--- config.mk ---
export PLATFORM = sky130hd
export DESIGN_NAME = pretreat_feed_ctrl
export DESIGN_NICKNAME = d
export VERILOG_FILES = /design/src/rtl/pretreat_feed_ctrl.sv
export SDC_FILE = /design/constraint.sdc
export NUM_CORES = 1
export LEC_CHECK = 0
export BUFFER_PORTS_ARGS = -buffer_cell sky130_fd_sc_hd__buf_2
export CAP_MARGIN = 5
export CORE_ASPECT_RATIO = 1.25
export CORE_MARGIN = 3
export CORE_UTILIZATION = 48
export DETAILED_ROUTE_END_ITERATION = 16
export GPL_TIMING_DRIVEN = 0
export MAX_ROUTING_LAYER = met4
export PLACE_DENSITY = 0.78
export REMOVE_ABC_BUFFERS = 1
export SYNTH_ARGS = -nofsm -noshare
export SYNTH_HDL_FRONTEND = slang
export SYNTH_SLANG_ARGS = --single-unit
--- constraint.sdc ---
create_clock -name clk -period 5 [get_ports clk]
set_clock_uncertainty 0.1 [all_clocks]
set_input_delay 0.25 -clock clk [delete_from_list [all_inputs] [get_ports clk]]
set_output_delay 0.25 -clock clk [all_outputs]
set_load 0.1 [all_outputs]
--- src/rtl/pretreat_feed_ctrl.sv ---
// -----------------------------------------------------------------------------
// pretreat_feed_ctrl
//
// Purpose
//   Streams one IMG_W x IMG_H greyscale frame from a pixel RAM into the
//   normalisation pipeline and forwards every pipeline result into a
//   downstream FIFO. Pixel issue is throttled by a credit rule so that the
//   FIFO can never overflow even though the pipeline has no backpressure.
//
// Ports
//   clk                 single clock, rising edge
//   rst_n               asynchronous active-low reset
//   start               one-cycle request for one frame (ignored unless idle)
//   busy / done         frame in progress / one-cycle completion pulse
//   err                 sticky protocol error (result with nothing in flight)
//   pix_rd_en/addr      pixel RAM read strobe and address (RAM latency 1)
//   pix_rd_data         pixel RAM read data
//   pre_data_in(_valid) pixel and its valid towards the pipeline
//   pre_data_out(_valid) Q6.10 result and its valid from the pipeline
//   fifo_wr_count       downstream FIFO occupancy
//   fifo_wr_en/fifo_din downstream FIFO write port
//   stall_cnt           cycles lost to credit stalls while feeding
//
// Build option
//   PRETREAT_STALL_CNT_EN  when defined, stall_cnt is a live saturating
//                          counter; otherwise it is tied to zero.
// -----------------------------------------------------------------------------
module pretreat_feed_ctrl #(
   parameter int IMG_W      = 28,
   parameter int IMG_H      = 28,
   parameter int ADDR_W     = 10,
   parameter int FIFO_DEPTH = 1024,
   parameter int CNT_W      = $clog2(FIFO_DEPTH) + 1
) (
   input  logic              clk,
   input  logic              rst_n,
   input  logic              start,
   output logic              busy,
   output logic              done,
   output logic              err,
   output logic              pix_rd_en,
   output logic [ADDR_W-1:0] pix_rd_addr,
   input  logic [7:0]        pix_rd_data,
   output logic [7:0]        pre_data_in,
   output logic              pre_data_in_valid,
   input  logic [15:0]       pre_data_out,
   input  logic              pre_data_out_valid,
   input  logic [CNT_W-1:0]  fifo_wr_count,
   output logic              fifo_wr_en,
   output logic [15:0]       fifo_din,
   output logic [15:0]       stall_cnt
);

   localparam int N    = IMG_W * IMG_H;
   localparam int PC_W = $clog2(N + 1);

   typedef enum logic [1:0] {
      IDLE  = 2'd0,
      FEED  = 2'd1,
      DRAIN = 2'd2,
      DONE  = 2'd3
   } state_t;

   state_t              state_q, state_d;
   logic [PC_W-1:0]     pix_cnt_q, pix_cnt_d;
   logic [PC_W-1:0]     out_cnt_q, out_cnt_d;
   logic [CNT_W-1:0]    inflight_q, inflight_d;
   logic                err_q, err_d;
   logic                rd_en_q, rd_en_d;
   logic [ADDR_W-1:0]   rd_addr_q, rd_addr_d;
   logic                in_vld_q;

   logic                start_acc;
   logic [CNT_W:0]      credit_sum;
   logic                credit_ok;
   logic                issue;
   logic                last_issue;
   logic                spurious;

   // ---------------------------------------------------------------------------
   // Issue / credit decode
   // ---------------------------------------------------------------------------
   assign start_acc  = (state_q == IDLE) && start;
   // One extra bit so occupancy + in-flight cannot wrap before the compare.
   assign credit_sum = {1'b0, fifo_wr_count} + {1'b0, inflight_q};
   assign credit_ok  = (credit_sum < (CNT_W+1)'(FIFO_DEPTH));
   assign issue      = (state_q == FEED) && credit_ok;
   assign last_issue = issue && (pix_cnt_q == PC_W'(N - 1));
   // A result with nothing outstanding cannot belong to this frame.
   assign spurious   = pre_data_out_valid && (inflight_q == '0);

   // ---------------------------------------------------------------------------
   // Counters and flags
   // ---------------------------------------------------------------------------
   always_comb begin
      pix_cnt_d  = pix_cnt_q;
      out_cnt_d  = out_cnt_q;
      inflight_d = inflight_q;
      err_d      = err_q;
      rd_en_d    = issue;
      rd_addr_d  = rd_addr_q;

      if (start_acc) begin
         pix_cnt_d = '0;
      end else if (issue) begin
         pix_cnt_d = pix_cnt_q + PC_W'(1);
      end

      if (issue) begin
         rd_addr_d = ADDR_W'(pix_cnt_q);
      end

      if (start_acc) begin
         out_cnt_d = '0;
      end else if (pre_data_out_valid) begin
         out_cnt_d = out_cnt_q + PC_W'(1);
      end

      // Issue and return in the same cycle cancel; a return with nothing
      // outstanding leaves the count pinned at zero.
      unique case ({issue, pre_data_out_valid})
         2'b10:   inflight_d = inflight_q + CNT_W'(1);
         2'b01:   inflight_d = spurious ? inflight_q : (inflight_q - CNT_W'(1));
         default: inflight_d = inflight_q;
      endcase

      // A stray result in the same cycle as a new start is still reported.
      err_d = (start_acc ? 1'b0 : err_q) | spurious;
   end

   // ---------------------------------------------------------------------------
   // Frame FSM: next state
   // ---------------------------------------------------------------------------
   always_comb begin
      state_d = state_q;
      unique case (state_q)
         IDLE: begin
            if (start) state_d = FEED;
         end
         FEED: begin
            if (last_issue) state_d = DRAIN;
         end
         DRAIN: begin
            // Next-state values let DONE follow the final result by one cycle.
            if ((inflight_d == '0) && (out_cnt_d == PC_W'(N))) state_d = DONE;
         end
         DONE: begin
            state_d = IDLE;
         end
         default: state_d = IDLE;
      endcase
   end

   // ---------------------------------------------------------------------------
   // State registers
   // ---------------------------------------------------------------------------
   always_ff @(posedge clk or negedge rst_n) begin
      if (!rst_n) begin
         state_q    <= IDLE;
         pix_cnt_q  <= '0;
         out_cnt_q  <= '0;
         inflight_q <= '0;
         err_q      <= 1'b0;
         rd_en_q    <= 1'b0;
         rd_addr_q  <= '0;
         in_vld_q   <= 1'b0;
      end else begin
         state_q    <= state_d;
         pix_cnt_q  <= pix_cnt_d;
         out_cnt_q  <= out_cnt_d;
         inflight_q <= inflight_d;
         err_q      <= err_d;
         rd_en_q    <= rd_en_d;
         rd_addr_q  <= rd_addr_d;
         // RAM answers one cycle after the strobe, so the valid trails it by one.
         in_vld_q   <= rd_en_q;
      end
   end

   // ---------------------------------------------------------------------------
   // Credit-stall counter
   // ---------------------------------------------------------------------------
`ifdef PRETREAT_STALL_CNT_EN
   logic [15:0] stall_q, stall_d;

   always_comb begin
      stall_d = stall_q;
      if (start_acc) begin
         stall_d = '0;
      end else if ((state_q == FEED) && !credit_ok && (stall_q != 16'hFFFF)) begin
         stall_d = stall_q + 16'd1;
      end
   end

   always_ff @(posedge clk or negedge rst_n) begin
      if (!rst_n) begin
         stall_q <= '0;
      end else begin
         stall_q <= stall_d;
      end
   end

   assign stall_cnt = stall_q;
`else
   assign stall_cnt = 16'h0000;
`endif

   // ---------------------------------------------------------------------------
   // Outputs
   // ---------------------------------------------------------------------------
   assign busy              = (state_q == FEED) || (state_q == DRAIN);
   assign done              = (state_q == DONE);
   assign err               = err_q;
   assign pix_rd_en         = rd_en_q;
   assign pix_rd_addr       = rd_addr_q;
   assign pre_data_in       = pix_rd_data;
   assign pre_data_in_valid = in_vld_q;
   // Results go straight to the FIFO in every state; credits bound occupancy.
   assign fifo_wr_en        = pre_data_out_valid;
   assign fifo_din          = pre_data_out;

endmodule

==> impl_metrics.json, run 1 <==
{
  "run_status": "completed",
  "buffer_ports.inserted": 30,
  "setup_repair_after_global_routing_missed_its_margin": "no",
  "core_area_um2": 6610,
  "met2_usage": 0.272,
  "sequential_area_share_after_synthesis": 0.349,
  "synth_most_common_cell": "sky130_fd_sc_hd__dfrtp_1",
  "synth_common_cells": "sky130_fd_sc_hd__dfrtp_1, sky130_fd_sc_hd__buf_4, sky130_fd_sc_hd__nor2_1, sky130_fd_sc_hd__ha_1, sky130_fd_sc_hd__nand2_1",
  "via_count": 2487,
  "syn-mean-instance-area_um2": 9.25,
  "leakage_nw": 1.58,
  "setup_slack_ns": 0.235,
  "design.die.area_um2": 7920,
  "timing.fmax_ghz": 0.210,
  "grt.met3_usage": 0.0503,
  "total_power_mw": 1.85,
  "tightestPinTransition_ns": 1.01,
  "row_count": 33,
  "rr_worst_depth": 14,
  "synth.cell_area_um2": 3300,
  "layout-area-overhead-vs-synth_pct": 2.54,
  "synth.lib_cells_used.distinct": 63,
  "grt_overflow": 0,
  "setup_violations": 0,
  "grt_busiest_layer": "met2",
  "crit_path_cell_trace": "ha_1 -> a311o_1 -> a21oi_1 -> o21ai_0 -> nor4b_4 -> ha_2 -> nand2_1 -> nand3b_1 -> or4b_2 -> nor4_1 -> or4b_1 -> o41a_1 -> nor2_2 -> mux2_1",
  "yosysWarnings": 0,
  "finalMaxSlewViolations": 0,
  "worst-endpoint-required_ns": 5.08,
  "regToRegStartpoint": "inflight_q[2]$_DFF_PN0_",
  "place.detailed.instances": 431,
  "effective_utilization_at_floorplan": 0.500,
  "htree_levels": 2,
  "synthArstFlopShare": 1.00,
  "pre_cts_ws_ns": -0.285,
  "critical-path-slowest-cell": "sky130_fd_sc_hd__or4b_2",
  "drtPass1Iterations": 4,
  "critical-path-max-stage-delay_ns": 0.64,
  "critical_path.endpoint_type": "flip-flop",
  "worst_skew_pair.late_latency_ns": 0.29,
  "globalRouteTotalUtil": 0.186,
  "critical_path_arrival_ns": 4.85,
  "grt_pass1_vias": 2290,
  "root_buffer": "sky130_fd_sc_hd__clkbuf_8",
  "post_drt_via_cell_ratio": 5.65,
  "route.antenna.remaining_nets": 0,
  "synth_largest_area_cell": "sky130_fd_sc_hd__dfrtp_1",
  "hold_buf_cts": 0,
  "report.final.hold_viol_count": 0,
  "place.detailed.hpwl_mm": 5.22,
  "synth_ff_type": "sky130_fd_sc_hd__dfrtp_1",
  "worst_setup_hold_path_clk_slew_ns": 0.08,
  "y_dimension_of_the_die_um": 98.7,
  "number_of_register_bits_inferred_by_synthesis": 46,
  "design.portCount": 95,
  "main_area_contributors_after_synthesis": "sky130_fd_sc_hd__dfrtp_1, sky130_fd_sc_hd__buf_4, sky130_fd_sc_hd__ha_1, sky130_fd_sc_hd__mux2_2, sky130_fd_sc_hd__nor2_1",
  "finalCritPeriodShare": 0.953,
  "layout.core_utilization": 0.513,
  "cp_startpoint_kind": "flip-flop",
  "peakVddDrop_uv": 342,
  "grt_pass1_wl_mm": 11.3,
  "worstHoldPathType": "input pin to async pin",
  "powerDensity_nw_per_um2": 547,
  "maxCapViolations": 0,
  "synth_edf_count": 0,
  "design.final.nets": 412,
  "cts_num_sinks": 46,
  "max-clock-path-buffers": 2,
  "inserted_diodes": 0,
  "final_period_minus_worst_setup_slack_ns": 4.76,
  "setup.reg_to_reg.worst_slack_ns": 0.24,
  "numCtsBuffers": 5,
  "post_synth_inst_count": 357,
  "crit_fanout": 21,
  "wl_per_cell_um": 15.8,
  "detailedRoute.firstIterationViolations": 103,
  "grt_antenna_before_repair": 0,
  "hold-worst-slack_ns": 0.0137,
  "die_width_um": 80.2,
  "crit_path_start": "inflight_q[2]$_DFF_PN0_",
  "max_slew_margin": 0.325,
  "worst-setup-path-type": "flip-flop to flip-flop",
  "detail_route.drc_violations": 0,
  "yosysTopAreaCellShare": 0.349,
  "pin_count_of_the_biggest_net_entering_global_routing": 47,
  "fin_cells": 440,
  "grt_use_met1": 0.252,
  "drive_gt1_frac": 0.178,
  "totalWireLength_mm": 6.96,
  "critical_path.reg2reg.endpoint": "state_q[1]$_DFFE_PN0P_",
  "finalWeightedCongestion": 0.885,
  "tritoncts": "done"
}
-- what timing repair did --
action,CTS,global route
gates resized for setup,2,0
setup endpoints to repair,2,0
hold endpoints to repair,0,0
setup buffers,1,0
-- cell usage in the layout (no fill, tap or decap), drive strengths merged, types with 3 or more instances in the layout --
cell and instances:
nand2b 4, and3 4, nor4 6, and2 4, nor2b 5, xnor2 5
a41oi 3, mux2i 5, clkbuf 6, a31oi 4, xor2 11, nand2 20
or4 6, dfrtp 46, o31ai 3, or2 5, o21ai 13, nor3 7
inv 10, conb 16, mux2 12, ha 21, or3 8, o211ai 3
nand4 5, a21oi 9, nand3 13, a21o 3, nor2 28, buf 33
-- worst max-delay path, delay by kind of cell (launching register included) --
kind	cells	cell delay [ns]
DFF	1	0.50
muxes	1	0.33
adders and majority gates	2	0.70
and+or+nand+nor	7	1.93
AOI/OAI and AO/OA	4	1.08
-- power breakdown --
part	internal [mW]	total [mW]	leakage, nW	switching [mW]
clock network	0.149	0.270	0.0514	0.121
logic	0.321	0.991	0.906	0.670
registers	0.456	0.589	0.618	0.133
total	0.926	1.85	1.58	0.924
-- how the worst max path moves through the flow --
stage                                         to  slack (ns)  cells past startpoint
final                     state_q[1]$_DFFE_PN0P_        0.24                     14
after global routing      state_q[1]$_DFFE_PN0P_       0.007                     14
after CTS                 state_q[1]$_DFFE_PN0P_        0.20                     14
after detailed placement  state_q[1]$_DFFE_PN0P_       -0.29                     14
after global placement    state_q[1]$_DFFE_PN0P_       -2.82                     14
after floorplan           state_q[1]$_DFFE_PN0P_       -1.35                     14
-- state kept, by name (all words and copies together), names as in the netlist --
signal,flops
pix_rd_en,1
state_q,2
out_cnt_q,10
inflight_q,11
pix_cnt_q,10
pix_rd_addr,10
pre_data_in_valid,1
err,1
-- metrics by stage --
| stage | cell area, um2 | TNS (ns) |
|---|---|---|
| 2_1_floorplan | 2980 | -2.58 |
| 3_3_place_gp | 3240 | -22.67 |
| 3_5_place_dp | 3260 | -0.335 |
| 4_1_cts | 3390 | 0 |
| 5_1_grt | 3390 | 0 |
| 6_report | 3390 | 0 |
-- area by class of cell --
type                    instances  area, um2
repair buffers                 33        173
multi-input cells             256       1810
inverters                      10       37.5
clock inverters                 2       37.5
fillers                       602       3220
flip-flops and latches         46       1150
clock buffers                   6       72.6
well taps                      87        109
-- metal layers --
metal | vias up | routed length (um) | part of all wire
li1 | 1215 | - | -
met1 | 1183 | 3220 | 0.46
met2 | 82 | 3240 | 0.47
met3 | 7 | 427 | 0.061
met4 | 0 | 78 | 0.011
met5 | - | 0 | 0
-- cell families after synthesis --
kind of cell / Yosys count / share of synthesized area
AO/OA/AOI/OAI: 57 / 0.122
XOR/XNOR: 16 / 0.0424
adder cells (fa/ha/maj): 21 / 0.0796
buffers and inverters: 70 / 0.127
flip-flops: 46 / 0.349
multiplexers: 17 / 0.0561
other: 1 / 0.00114
AND/OR/NAND/NOR: 129 / 0.223
Power figures use the tool's default switching activity.
==> run 2: changes to the inputs <==
HOLD_SLACK_MARGIN = 0.12   (was default)
==> impl_metrics.json, run 2 (synthesis results as in run 1) <==
{
  "worst-setup-path-type": "flip-flop to flip-flop",
  "drive_gt1_frac": 0.178,
  "finalCritPeriodShare": 0.952,
  "design.portCount": 95,
  "max-clock-path-buffers": 2,
  "cp_startpoint_kind": "flip-flop",
  "grt_pass1_wl_mm": 11.3,
  "largest-register": "inflight_q",
  "critical_path.endpoint_type": "flip-flop",
  "worst_setup_hold_path_clk_slew_ns": 0.08,
  "core_area_um2": 6610,
  "max_slew_margin": 0.326,
  "timing.fmax_ghz": 0.210,
  "layout-area-overhead-vs-synth_pct": 2.84,
  "design.die.area_um2": 7920,
  "place.detailed.hpwl_mm": 5.22,
  "grt_overflow": 0,
  "drtPass1Iterations": 4,
  "hold_path_depth": 0,
  "inserted_diodes": 0,
  "maxCapViolations": 0,
  "setup_slack_ns": 0.241,
  "worst_hold_startpoint": "pix_rd_en$_DFF_PN0_",
  "setup_repair_after_global_routing_missed_its_margin": "no",
  "globalRouteTotalUtil": 0.186,
  "worst-endpoint-required_ns": 5.08,
  "fillCellCount": 602,
  "critical-path-max-stage-delay_ns": 0.64,
  "post_drt_via_cell_ratio": 5.67,
  "grt_antenna_before_repair": 0,
  "root_buffer": "sky130_fd_sc_hd__clkbuf_8",
  "number_of_flip_flops_in_the_largest_register": 11,
  "report.final.hold_viol_count": 0,
  "numCtsBuffers": 5,
  "design.final.nets": 413,
  "effective_utilization_at_floorplan": 0.500,
  "die_width_um": 80.2,
  "wl_per_cell_um": 15.8,
  "setup_violations": 0,
  "leading_cell_types_in_the_layout_fill_and_taps_excluded": "sky130_fd_sc_hd__dfrtp_1, sky130_fd_sc_hd__buf_2, sky130_fd_sc_hd__nor2_1",
  "pin_count_of_the_biggest_net_entering_global_routing": 47,
  "placedInstanceArea_um2": 3260,
  "crit_path_cell_trace": "ha_1 -> a311o_1 -> a21oi_1 -> o21ai_0 -> nor4b_4 -> ha_2 -> nand2_1 -> nand3b_1 -> or4b_2 -> nor4_1 -> or4b_1 -> o41a_1 -> nor2_2 -> mux2_1",
  "row_count": 33,
  "totalWireLength_mm": 6.96,
  "leakage_nw": 1.58,
  "crit_fanout": 21,
  "worst_skew_pair.late_latency_ns": 0.29,
  "via_count": 2499,
  "hold-worst-slack_ns": 0.285,
  "powerDensity_nw_per_um2": 545,
  "htree_levels": 2,
  "detail_route.drc_violations": 0,
  "pre_cts_ws_ns": -0.285,
  "cts_num_sinks": 46,
  "peakVddDrop_uv": 342,
  "critical_path_arrival_ns": 4.84,
  "critical_path.reg2reg.endpoint": "state_q[1]$_DFFE_PN0P_",
  "detailedRoute.firstIterationViolations": 104,
  "y_dimension_of_the_die_um": 98.7,
  "finalWeightedCongestion": 0.885,
  "final_period_minus_worst_setup_slack_ns": 4.76,
  "finalMaxSlewViolations": 0,
  "finish.instance_area_um2": 3400,
  "regToRegStartpoint": "inflight_q[2]$_DFF_PN0_",
  "rr_worst_depth": 14,
  "worstHoldPathType": "flip-flop to flip-flop",
  "layout.cells.most_common": "sky130_fd_sc_hd__dfrtp_1",
  "setup.reg_to_reg.worst_slack_ns": 0.24,
  "tritoncts": "done",
  "grt_pass1_vias": 2290,
  "buffer_ports.inserted": 30,
  "whs_endpoint": "pre_data_in_valid$_DFF_PN0_",
  "tightestPinTransition_ns": 1.01,
  "critical-path-slowest-cell": "sky130_fd_sc_hd__or4b_2",
  "run_status": "completed",
  "route.antenna.remaining_nets": 0
}
run 2: cell count changes in the layout (fill, tap and decap cells not counted), sizes merged:
| cell | delta |
|---|---|
| dlygate4sd3 | +1 |
run 2: layer usage:
metal  vias up  global-route usage  part of all wire
met2        90               0.272              0.46
met1      1184               0.252              0.46
met3        10              0.0503             0.068
li1       1215                   -                 -
met5         -                   -                 0
met4         0              0.0572             0.014
run 2: area by class of cell:
| class | instances | area (um2) | share of cell area |
|---|---|---|---|
| well taps | 87 | 109 | 0.0321 |
| flip-flops and latches | 46 | 1150 | 0.339 |
| repair buffers | 34 | 183 | 0.0538 |
| clock inverters | 2 | 37.5 | 0.0111 |
| multi-input cells | 256 | 1810 | 0.532 |
| inverters | 10 | 37.5 | 0.0111 |
| clock buffers | 6 | 72.6 | 0.0214 |
run 2: where the power goes:
part	internal (mW)	total [mW]	switching [mW]
registers	0.456	0.589	0.133
logic	0.322	0.991	0.669
clock network	0.149	0.271	0.122
run 2: worst max-delay path by stage:
| stage | end | from | depth (start not counted) |
|---|---|---|---|
| 6_report | state_q[1]$_DFFE_PN0P_ | inflight_q[2]$_DFF_PN0_ | 14 |
| 5_1_grt | state_q[1]$_DFFE_PN0P_ | inflight_q[2]$_DFF_PN0_ | 14 |
| 4_1_cts | state_q[1]$_DFFE_PN0P_ | inflight_q[2]$_DFF_PN0_ | 14 |
| 3_5_place_dp | state_q[1]$_DFFE_PN0P_ | inflight_q[2]$_DFF_PN0_ | 14 |
| 3_3_place_gp | state_q[1]$_DFFE_PN0P_ | inflight_q[2]$_DFF_PN0_ | 14 |
| 2_1_floorplan | state_q[1]$_DFFE_PN0P_ | inflight_q[1]$_DFF_PN0_ | 14 |
run 2: critical path, delay by kind of cell (launching register included):
| family | cells | cell delay (ns) |
|---|---|---|
| simple gates | 7 | 1.93 |
| compound gates | 4 | 1.08 |
| fa+ha+maj | 2 | 0.69 |
| flops | 1 | 0.50 |
| mux | 1 | 0.33 |
run 2: stage by stage:
step / setup TNS [ns] / power, mW / instances / util
after floorplan: -2.58 / 1.36 / 312 / -
after global placement: -22.67 / 1.54 / 429 / 0.490
after detailed placement: -0.335 / 1.57 / 431 / 0.493
after CTS: 0 / 1.86 / 441 / 0.514
after global routing: 0 / 1.98 / 441 / 0.514
final: 0 / 1.85 / 441 / 0.514
run 2: timing repair:
action / in CTS / in global routing
hold buffers: 1 / 0
setup endpoints to repair: 2 / 0
resized for setup: 2 / 0
setup buffers: 1 / 0
endpoints found under the hold margin: 46 / 0
